### src/rtl/freq_meter.sv
// Equal-precision frequency meter.
// Opens a gate on a clk_fx rising edge, keeps it open for at least GATE_CYCLES
// sys_clk cycles, then closes it on the next clk_fx rising edge. Reports the
// whole clk_fx periods and the sys_clk cycles spanned between those two edges.
//
// state | meaning
// IDLE  | waiting for start, results held
// ARM   | waiting for the opening clk_fx edge (bounded by TIMEOUT_CYCLES)
// GATE  | minimum gate time running, counting sys_clk cycles and clk_fx edges
// CLOSE | gate time elapsed, waiting for the closing clk_fx edge
module freq_meter #(
    parameter logic [31:0] GATE_CYCLES    = 32'd50_000_000,
    parameter logic [31:0] TIMEOUT_CYCLES = 32'd100_000_000
) (
    input  logic        sys_clk,
    input  logic        rst_n,
    input  logic        clk_fx,
    input  logic        start,
    output logic        busy,
    output logic        done,
    output logic        timeout,
    output logic [31:0] fx_count,
    output logic [31:0] sys_count
);

    typedef enum logic [1:0] {
        ST_IDLE  = 2'd0,
        ST_ARM   = 2'd1,
        ST_GATE  = 2'd2,
        ST_CLOSE = 2'd3
    } state_t;

    state_t      state_q, state_d;

    logic        sync1_q, sync2_q, prev_q;
    logic        fx_edge;

    logic [31:0] wait_q, wait_d;
    logic [31:0] sys_cnt_q, sys_cnt_d;
    logic [31:0] fx_cnt_q, fx_cnt_d;
    logic [31:0] fx_count_q, fx_count_d;
    logic [31:0] sys_count_q, sys_count_d;
    logic        done_q, done_d;
    logic        timeout_q, timeout_d;

    logic [31:0] sys_cnt_inc;
    logic        gate_end;
    logic        wait_end;

    logic        arm_go;
    logic        open_gate;
    logic        gate_close;
    logic        close_ok;
    logic        abort;

    // Two-flop synchronizer for clk_fx plus one history flop for edge detection
    always_ff @(posedge sys_clk or negedge rst_n) begin
        if (!rst_n) begin
            sync1_q <= 1'b0;
            sync2_q <= 1'b0;
            prev_q  <= 1'b0;
        end else begin
            sync1_q <= clk_fx;
            sync2_q <= sync1_q;
            prev_q  <= sync2_q;
        end
    end

    assign fx_edge     = sync2_q & ~prev_q;
    assign sys_cnt_inc = sys_cnt_q + 32'd1;
    assign gate_end    = (sys_cnt_inc == GATE_CYCLES);
    assign wait_end    = (wait_q == TIMEOUT_CYCLES - 32'd1);

    // FSM state register
    always_ff @(posedge sys_clk or negedge rst_n) begin
        if (!rst_n) begin
            state_q <= ST_IDLE;
        end else begin
            state_q <= state_d;
        end
    end

    // FSM next-state logic; an edge always wins over an expiring wait
    always_comb begin
        state_d = state_q;
        case (state_q)
            ST_IDLE:  if (start)                state_d = ST_ARM;
            ST_ARM: begin
                if (fx_edge)                    state_d = ST_GATE;
                else if (wait_end)              state_d = ST_IDLE;
            end
            ST_GATE:  if (gate_end)             state_d = ST_CLOSE;
            ST_CLOSE: if (fx_edge || wait_end)  state_d = ST_IDLE;
            default:                            state_d = ST_IDLE;
        endcase
    end

    // FSM outputs: busy flag and datapath strobes
    always_comb begin
        busy       = (state_q != ST_IDLE);
        arm_go     = (state_q == ST_IDLE) && start;
        open_gate  = (state_q == ST_ARM) && fx_edge;
        gate_close = (state_q == ST_GATE) && gate_end;
        close_ok   = (state_q == ST_CLOSE) && fx_edge;
        abort      = ((state_q == ST_ARM) || (state_q == ST_CLOSE)) && !fx_edge && wait_end;
    end

    // Counter next values: wait timer, gate cycle counter, clk_fx edge counter
    always_comb begin
        wait_d    = wait_q;
        sys_cnt_d = sys_cnt_q;
        fx_cnt_d  = fx_cnt_q;

        if (arm_go || gate_close) begin
            wait_d = 32'd0;
        end else if ((state_q == ST_ARM) || (state_q == ST_CLOSE)) begin
            wait_d = wait_q + 32'd1;
        end

        if (open_gate) begin
            sys_cnt_d = 32'd0;
            fx_cnt_d  = 32'd0;
        end else if (state_q == ST_GATE) begin
            sys_cnt_d = sys_cnt_inc;
            if (fx_edge) begin
                fx_cnt_d = fx_cnt_q + 32'd1;
            end
        end else if (state_q == ST_CLOSE) begin
            sys_cnt_d = sys_cnt_inc;
        end
    end

    // Result next values; the closing edge itself completes the last period
    always_comb begin
        done_d      = 1'b0;
        timeout_d   = timeout_q;
        fx_count_d  = fx_count_q;
        sys_count_d = sys_count_q;

        if (arm_go) begin
            timeout_d = 1'b0;
        end
        if (close_ok) begin
            fx_count_d  = fx_cnt_q + 32'd1;
            sys_count_d = sys_cnt_inc;
            done_d      = 1'b1;
        end else if (abort) begin
            fx_count_d  = 32'd0;
            sys_count_d = 32'd0;
            timeout_d   = 1'b1;
            done_d      = 1'b1;
        end
    end

    // Counter and result registers
    always_ff @(posedge sys_clk or negedge rst_n) begin
        if (!rst_n) begin
            wait_q      <= 32'd0;
            sys_cnt_q   <= 32'd0;
            fx_cnt_q    <= 32'd0;
            fx_count_q  <= 32'd0;
            sys_count_q <= 32'd0;
            done_q      <= 1'b0;
            timeout_q   <= 1'b0;
        end else begin
            wait_q      <= wait_d;
            sys_cnt_q   <= sys_cnt_d;
            fx_cnt_q    <= fx_cnt_d;
            fx_count_q  <= fx_count_d;
            sys_count_q <= sys_count_d;
            done_q      <= done_d;
            timeout_q   <= timeout_d;
        end
    end

    assign done      = done_q;
    assign timeout   = timeout_q;
    assign fx_count  = fx_count_q;
    assign sys_count = sys_count_q;

endmodule

### config.mk
export PLATFORM = sky130hd
export DESIGN_NAME = freq_meter
export DESIGN_NICKNAME = d
export VERILOG_FILES = /design/src/rtl/freq_meter.sv
export SDC_FILE = /design/constraint.sdc
export NUM_CORES = 1
export LEC_CHECK = 0
export ABC_AREA = 0
export ABC_CLOCK_PERIOD_IN_PS = 2800
export CAP_MARGIN = 25
export CORE_UTILIZATION = 45
export CTS_CLUSTER_DIAMETER = 80
export DETAILED_ROUTE_END_ITERATION = 8
export GPL_TIMING_DRIVEN = 0
export PLACE_DENSITY = 0.67
export SLEW_MARGIN = 10
export SYNTH_ARGS = -nofsm -noshare
export SYNTH_HDL_FRONTEND = slang
export SYNTH_SLANG_ARGS = --single-unit
### constraint.sdc
create_clock -name sys_clk -period 2.8 [get_ports sys_clk]
set_input_delay 0.7 -clock sys_clk [delete_from_list [all_inputs] [get_ports sys_clk]]
set_output_delay 0.7 -clock sys_clk [all_outputs]
set_load 0.1 [all_outputs]
==> results of run 1 <==
-- sequential cells by signal, summed over array words and instances (netlist names), named ones only --
| signal | count |
|---|---|
| sync1_q | 1 |
| state_q | 1 |
| timeout | 1 |
| sys_cnt_q | 32 |
| done | 1 |
| sync2_q | 1 |
| sys_count | 32 |
| fx_count | 32 |
| prev_q | 1 |
| fx_cnt_q | 32 |
| wait_q | 32 |
-- worst reg2reg max path, delay by kind of cell, from the launching register on --
kind / cells / cell delay, ns
AO/OA/AOI/OAI: 2 / 0.50
flip-flops: 1 / 0.33
buffers and inverters: 4 / 0.68
AND/OR/NAND/NOR: 5 / 1.25
-- cells in the final DEF, fill, tap and decap left out, types with 22 or more instances in the layout --
master | Yosys | layout
nand2_1 | 167 | 167
nand3_1 | 52 | 51
xor2_1 | 29 | 29
o22ai_1 | 61 | 59
buf_4 | 5 | 33
xnor2_1 | 52 | 52
nand4_1 | 22 | 22
dfrtp_1 | 167 | 162
clkbuf_1 | 60 | 46
nor2_1 | 72 | 56
o21ai_0 | 79 | 71
clkdlybuf4s50_1 | 0 | 68
-- worst min path at each step --
stage,cells after the start,endpoint,slack [ns],start
2_1_floorplan,0,sync2_q,0.33,sync1_q
3_3_place_gp,0,sync2_q,0.33,sync1_q
3_5_place_dp,0,sync2_q,0.33,sync1_q
4_1_cts,1,fx_count[24],0.32,rst_n
5_1_grt,1,fx_count[24],0.35,rst_n
6_report,1,fx_count[28],0.29,rst_n
-- Yosys cell counts, types with 5 or more instances --
cell	count	area, um2
a22o_1	6	52.6
and4_1	9	78.8
buf_2	6	30.0
nor2_1	72	270
o31ai_1	11	82.6
inv_1	13	48.8
and3_1	18	113
xnor2_1	52	455
nor4b_1	5	43.8
nor4_1	19	119
a31oi_1	10	62.6
a21oi_1	7	35.0
o22ai_1	61	382
clkbuf_1	60	225
dfrtp_1	167	4180
nand4_1	22	138
nand2_1	167	627
or4_1	5	37.5
o21ai_0	79	395
nand3_1	52	260
buf_4	5	37.5
or2_2	9	56.3
nor3_1	16	80.1
xor2_1	29	254
-- final cells by class --
cell class | instances | area, um2 | area share (%)
buffer | 64 | 310 | 2.89
tap | 229 | 287 | 2.67
timing repair buffer | 107 | 1040 | 9.72
sequential | 167 | 4190 | 38.9
inverter | 14 | 52.6 | 0.489
clock inverter | 15 | 145 | 1.35
multi-input combinational | 702 | 4300 | 40.0
clock buffer | 17 | 425 | 3.96
-- metrics by stage --
stage               cell area, um2  util [%]
floorplan                     8520         -
global placement              9510      52.1
detailed placement            9560      52.3
CTS                          10500      57.5
global route                 10700      58.8
finish                       10700      58.8
-- routing by layer --
layer / GRT usage [%] / share of wire (%) / up-vias
li1: - / - / 3615
met1: 32.9 / 47 / 3711
met2: 38.0 / 47 / 179
met3: 3.99 / 3.9 / 28
met4: 8.44 / 1.7 / 0
met5: 0 / 0 / -
-- report_power, final --
group | switching [mW] | total [mW] | leakage (nW) | internal (mW)
Clock | 1.07 | 2.31 | 0.282 | 1.25
Combinational | 1.44 | 2.01 | 1.79 | 0.563
Sequential | 0.251 | 2.88 | 2.29 | 2.63
Total | 2.76 | 7.20 | 4.37 | 4.44
-- kinds of logic (layout without fill, tap and decap cells) --
logic type	after synthesis	after routing	share of synthesized area [%]
flip-flops	167	167	49.0
adder cells (fa/ha/maj)	3	3	0.441
buffers and inverters	85	217	4.05
multiplexers	3	3	0.352
AO/OA/AOI/OAI	201	201	14.5
AND/OR/NAND/NOR	414	414	23.3
XOR/XNOR	81	81	8.33
-- timing repair --
action,CTS,global route
endpoints found under the setup margin,55,82
pin swaps,11,24
hold buffers,0,0
buffers inserted,26,6
resized for setup,53,64
gates cloned,2,1
==> results.md, run 1 <==
* Inst Count DP at 1,255
* Peak supply drop at 0.444 mV
* Hpwl dp at 14,800 um
* IO Port Bufs at 70
* Aggregate routed wire length at 22,500 um
* Net count, final at 1,080
* Boundary pin count at roughly 70
* Antenna diodes at 0
* Final WS setup at -0.0651 ns
* DR vias at roughly 7,500
* CP Launch Point: sys_cnt_q[3]
* CTS tree: yes
* Slew Viols, Final at 0
* Slowest Stage Delay on Critical Path at 0.54 ns
* Synth Warn # at 0
* CP endpoint: wait_q[7]
* Worst Hold Class: primary input to asynchronous set/reset pin
* Final Hold Viols at 0
* CP arrival at roughly 3.2 ns
* Worst path required time at between 3 and 4 ns
* Gpl congestion at 0.869
* R2R Setup Slk at -0.07 ns
* FILL cells at 1,603
* Worst path cell trace: buf_4 -> nand4_4 -> or4_4 -> or4_4 -> a211oi_2 -> nand4_1 -> buf_6 -> o41ai_4 -> buf_6 -> clkbuf_16 -> nor2_2
* Die span in x at 140 um
* DRC Markers at 0
* Syn nets at 961
* Max Buffers Root-to-Sink at 2
* Post-synth design cell area at 8520 um2
* CP startpoint kind: flip-flop
* Slew HR at 33.8%
* CP Capture Type: flip-flop
* Initial antenna violation count at 0
* Vias in the first global route at about 7,200
* Non-filler cells, final at 1,315
* Overflow after GRT at 0
* Fraction of layout instances using a drive strength above 1 at 14.6%
* Final setup viols at 28
* Fin crit share at 102%
* Global-route wire length before repair at 37,000 um
* GRT Total Usage at 23.9%
* PD cells at 670 nW/um2
* WHS at 0.288 ns
* Critical path class: flip-flop to flip-flop
* Crit path max fanout at 9
* CP max stage cell: or4_4
* Clk_skew at 0.0155 ns
* Synthesized area per cell at around 9 um2
* Cells after Synth at 954
* H-tree depth at 4
* Synth cell types at 53
* Post-route ant nets at 0
* TritonCTS buffer count at 17
* Unrepaired setup endpoints after global routing: true
* Worst skew pair latency at 0.44 ns
* Iter 0 DRT Violations at ~560
* Pin count of the biggest net entering global routing at 99
* CP delay by family, top: simple AND/OR/NAND/NOR gates
* Rows at 49
* Synth Flop Type: dfrtp_1
* Pleak at 4.37 nW
* WP depth at 11
* Area Overhead vs Synth at 26.1%
* Outcome: finished with violations
* Number of synthesized flops with an enable pin at 0
* Slew at the pin with the worst max-slew slack at 0.990 ns
* DR pass1 iterations at 5
* R2R depth at 11
* Total die area at 19,500 um2
* Root Buffer: clkbuf_16
* Max_cap viols at 0
* Post-synth ARST share at 100%
* Flop and latch count out of synthesis at around 170
* Core region area at 18,300 um2
* Peak Freq at 0.349 GHz
* Vias/cell at around 5.7
* Chip Height at 140 um
* Routed WL per cell at 17.1 um
* Minimum clock period at 2.87 ns
* CTS clk-pin slew, worst paths at 0.07 ns
* Final setup TNS at -1.11 ns
* Total Power at approximately 7.2 mW
* Violated checks: negative setup slack
* FF-to-FF End: wait_q[7]
* Starting Density at 46.6%
* Buf/Inv on CP at 4
* Reg2Reg Launch Point: sys_cnt_q[3]
* Register area share after synthesis at 49.0%
* Worst slack, placed at -0.648 ns
* Clock Sinks at 167
Note: power is estimated with default switching activity, not from simulation.
==> run 2, diff against run 1 <==
--- a/config.mk
+++ b/config.mk
@@ -6,11 +6,10 @@
 export NUM_CORES = 1
 export LEC_CHECK = 0
 export ABC_AREA = 0
-export ABC_CLOCK_PERIOD_IN_PS = 2800
 export CAP_MARGIN = 25
 export CORE_UTILIZATION = 45
-export CTS_CLUSTER_DIAMETER = 80
 export DETAILED_ROUTE_END_ITERATION = 8
+export GPL_ROUTABILITY_DRIVEN = 0
 export GPL_TIMING_DRIVEN = 0
 export PLACE_DENSITY = 0.67
 export SLEW_MARGIN = 10
==> results of run 2 <==
Same layout as run 1: the final DEF is identical, and so are final timing and power.
==> run 3, diff against run 2 <==
--- a/config.mk
+++ b/config.mk
@@ -12,6 +12,8 @@
 export GPL_ROUTABILITY_DRIVEN = 0
 export GPL_TIMING_DRIVEN = 0
 export PLACE_DENSITY = 0.67
+export SETUP_SLACK_MARGIN = 0.3
+export SKIP_CTS_REPAIR_TIMING = 1
 export SLEW_MARGIN = 10
 export SYNTH_ARGS = -nofsm -noshare
 export SYNTH_HDL_FRONTEND = slang
==> run 3 against run 2 <==
Compared with the run above: the flow still finishes with violations (negative setup slack); largest power group unchanged; sequential power about the same; setup slack worse by 0.20 ns; fmax down 6.5%; clock skew down 0.0051 ns; sequential cell count unchanged; via count up 0.12%; register-to-register slack worse by 0.20 ns; cell count up 0.38%; critical endpoint is now wait_q[29].
==> results.md, run 3 (same netlist as run 1, synthesis figures left out) <==
* Post-layout util at 60.2% (+1.4 points)
* Antenna diodes at 0 (unchanged)
* Total die area at 19,500 um2 (unchanged)
* H-tree depth at 4 (unchanged)
* CTS tree: yes
* DR vias at 7,542 (+0.12%)
* Critical path class: flip-flop to flip-flop
* DRC Markers at 0 (unchanged)
* Aggregate routed wire length at 22,900 um (+1.7%)
* Flop pwr share at 37.4% (-2.6 points)
* Commonest cells after routing, fill and taps aside: nand2_1, dfrtp_1, o21ai_0
* Crit path max fanout at 6 (-3)
* Outcome: finished with violations
* GRT Total Usage at 23.6% (-0.25 points)
* Initial antenna violation count at 0 (unchanged)
* Boundary pin count at 71 (unchanged)
* Unrepaired setup endpoints after global routing: true
* Routed WL per cell at 17.4 um (+1.3%)
* Top cell by count, worst path: buf_6
* Peak supply drop at 0.514 mV (+16%)
* Slew at the pin with the worst max-slew slack at 0.981 ns (-0.00908 ns)
* Pin count of the biggest net entering global routing at 110 (+11%)
* Slew HR at 34.5% (+0.71 points)
* Fraction of layout instances using a drive strength above 1 at 15.0% (+0.39 points)
* Final setup viols at 34 (+21%)
* CTS clk-pin slew, worst paths at 0.07 ns (about the same)
* Clk_skew at 0.0104 ns (-0.00508 ns)
* Minimum clock period at 3.07 ns (+0.200 ns)
* FILL cells at 1,568 (-2.2%)
* Starting Density at 46.6% (unchanged)
* Worst Hold Class: primary input to asynchronous set/reset pin
* DR pass1 iterations at 5 (unchanged)
* Worst path required time at 3.11 ns (about the same)
* Fin crit share at 109% (+7.1 points)
* Slowest Stage Delay on Critical Path at 0.55 ns (about the same)
* Final Cell Area at 11,000 um2 (+2.4%)
* Overflow after GRT at 0 (unchanged)
* Hpwl dp at 15,000 um (+1.1%)
* CP Capture Type: flip-flop
* TritonCTS buffer count at 17 (unchanged)
* IO Port Bufs at 70 (unchanged)
* Final WS setup at -0.265 ns (-0.200 ns)
* Net count, final at 1,085 (+0.46%)
* Core region area at 18,300 um2 (unchanged)
* Final setup TNS at -7.06 ns (-5.95 ns)
* Placed cell area at 9620 um2 (+0.62%)
* P_sw at 2.69 mW (-2.6%)
* CP max stage cell: or4_4
* Clock Sinks at 167 (unchanged)
* Chip Height at 140 um (unchanged)
* CP arrival at 3.37 ns (+0.18 ns)
* PD cells at 695 nW/um2 (+3.7%)
* Comb pwr share at 26.6% (-1.3 points)
* Final Hold Viols at 0 (unchanged)
* Die span in x at 140 um (unchanged)
* Pleak at 5.63 nW (+29%)
* Iter 0 DRT Violations at 567 (+1.8%)
* Int Power at 4.95 mW (+12%)
* Area Overhead vs Synth at 29.2%
* Peak Freq at 0.326 GHz (-6.5%)
* Root Buffer: clkbuf_16
* Vias in the first global route at 7,097 (-1.8%)
* Rows at 49 (unchanged)
* Worst skew pair latency at 0.44 ns (about the same)
* Max_cap viols at 0 (unchanged)
* Sw Share at 35.2% (-3.2 points)
* Global-route wire length before repair at 36,800 um (-0.69%)
* Clk network pwr share at 36.0% (+3.9 points)
* Worst path cell trace: buf_6 -> nand4_1 -> or4_4 -> buf_6 -> or4_4 -> a211oi_2 -> nand4_1 -> buf_6 -> nor4b_4 -> buf_4 -> o22ai_1
* CP startpoint kind: flip-flop
* Violated checks: negative setup slack
* Vias/cell at 5.71 (-0.26%)
* Max Buffers Root-to-Sink at 2 (unchanged)
* Commonest non-fill, non-tap cell in the layout: nand2_1
* Slew Viols, Final at 0 (unchanged)
* Post-route ant nets at 0 (unchanged)
-- run 3: path summary, 6_finish.rpt --
kind | start | endpoint | slack [ns] | cells past startpoint
max in group asynchronous | rst_n | fx_cnt_q[21] | 1.73 | 2
min in group sys_clk | sync1_q | sync2_q | 0.35 | 0
setup / recovery | sys_cnt_q[4] | wait_q[29] | -0.27 | 11
hold reg to reg | sync1_q | sync2_q | 0.35 | 0
setup reg to reg | sys_cnt_q[4] | wait_q[29] | -0.27 | 11
hold / removal | rst_n | fx_count[24] | 0.19 | 1
-- run 3: through the flow --
stage / std cells / hold slack, ns / power, mW / setup slack, ns
6_report: 1320 / 0.190 / 7.64 / -0.265
3_3_place_gp: 1253 / 0.332 / 4.70 / -6.58
3_5_place_dp: 1255 / 0.336 / 4.73 / -0.657
4_1_cts: 1287 / 0.210 / 7.46 / -1.11
2_1_floorplan: 954 / 0.331 / 4.15 / 0.107
5_1_grt: 1320 / 0.221 / 7.95 / -0.390
-- run 3: power groups by stage --
stage,logic [mW],clock network [mW],registers [mW]
after CTS,1.84,2.77,2.86
after global routing,2.20,2.86,2.89
after detailed placement,1.83,0,2.90
after floorplan,0.926,0,3.23
after global placement,1.81,0,2.89
final,2.04,2.75,2.86
-- run 3: critical path, delay by kind of cell, from the launching register on --
kind	cells	cell delay [ns]
AOI/OAI and AO/OA	2	0.32
and+or+nand+nor	5	1.63
DFF	1	0.34
buffers and inverters	4	0.65
-- run 3: layout make-up --
class / instances / area, um2 / area share, %
multi-input cells: 702 / 4210 / 38.3
well taps: 229 / 287 / 2.60
repair buffers: 105 / 1190 / 10.8
clock inverters: 11 / 219 / 1.99
clock buffers: 21 / 470 / 4.27
flip-flops and latches: 167 / 4190 / 38.0
plain buffers: 71 / 388 / 3.52
inverters: 14 / 52.6 / 0.477
-- run 3: layer usage --
metal / GRT usage, % / vias up / wire length (um)
met4: 7.00 / 0 / 267
met3: 4.23 / 31 / 1020
met5: 0 / - / 0
li1: - / 3615 / -
met2: 37.0 / 185 / 10800
met1: 33.4 / 3711 / 10800
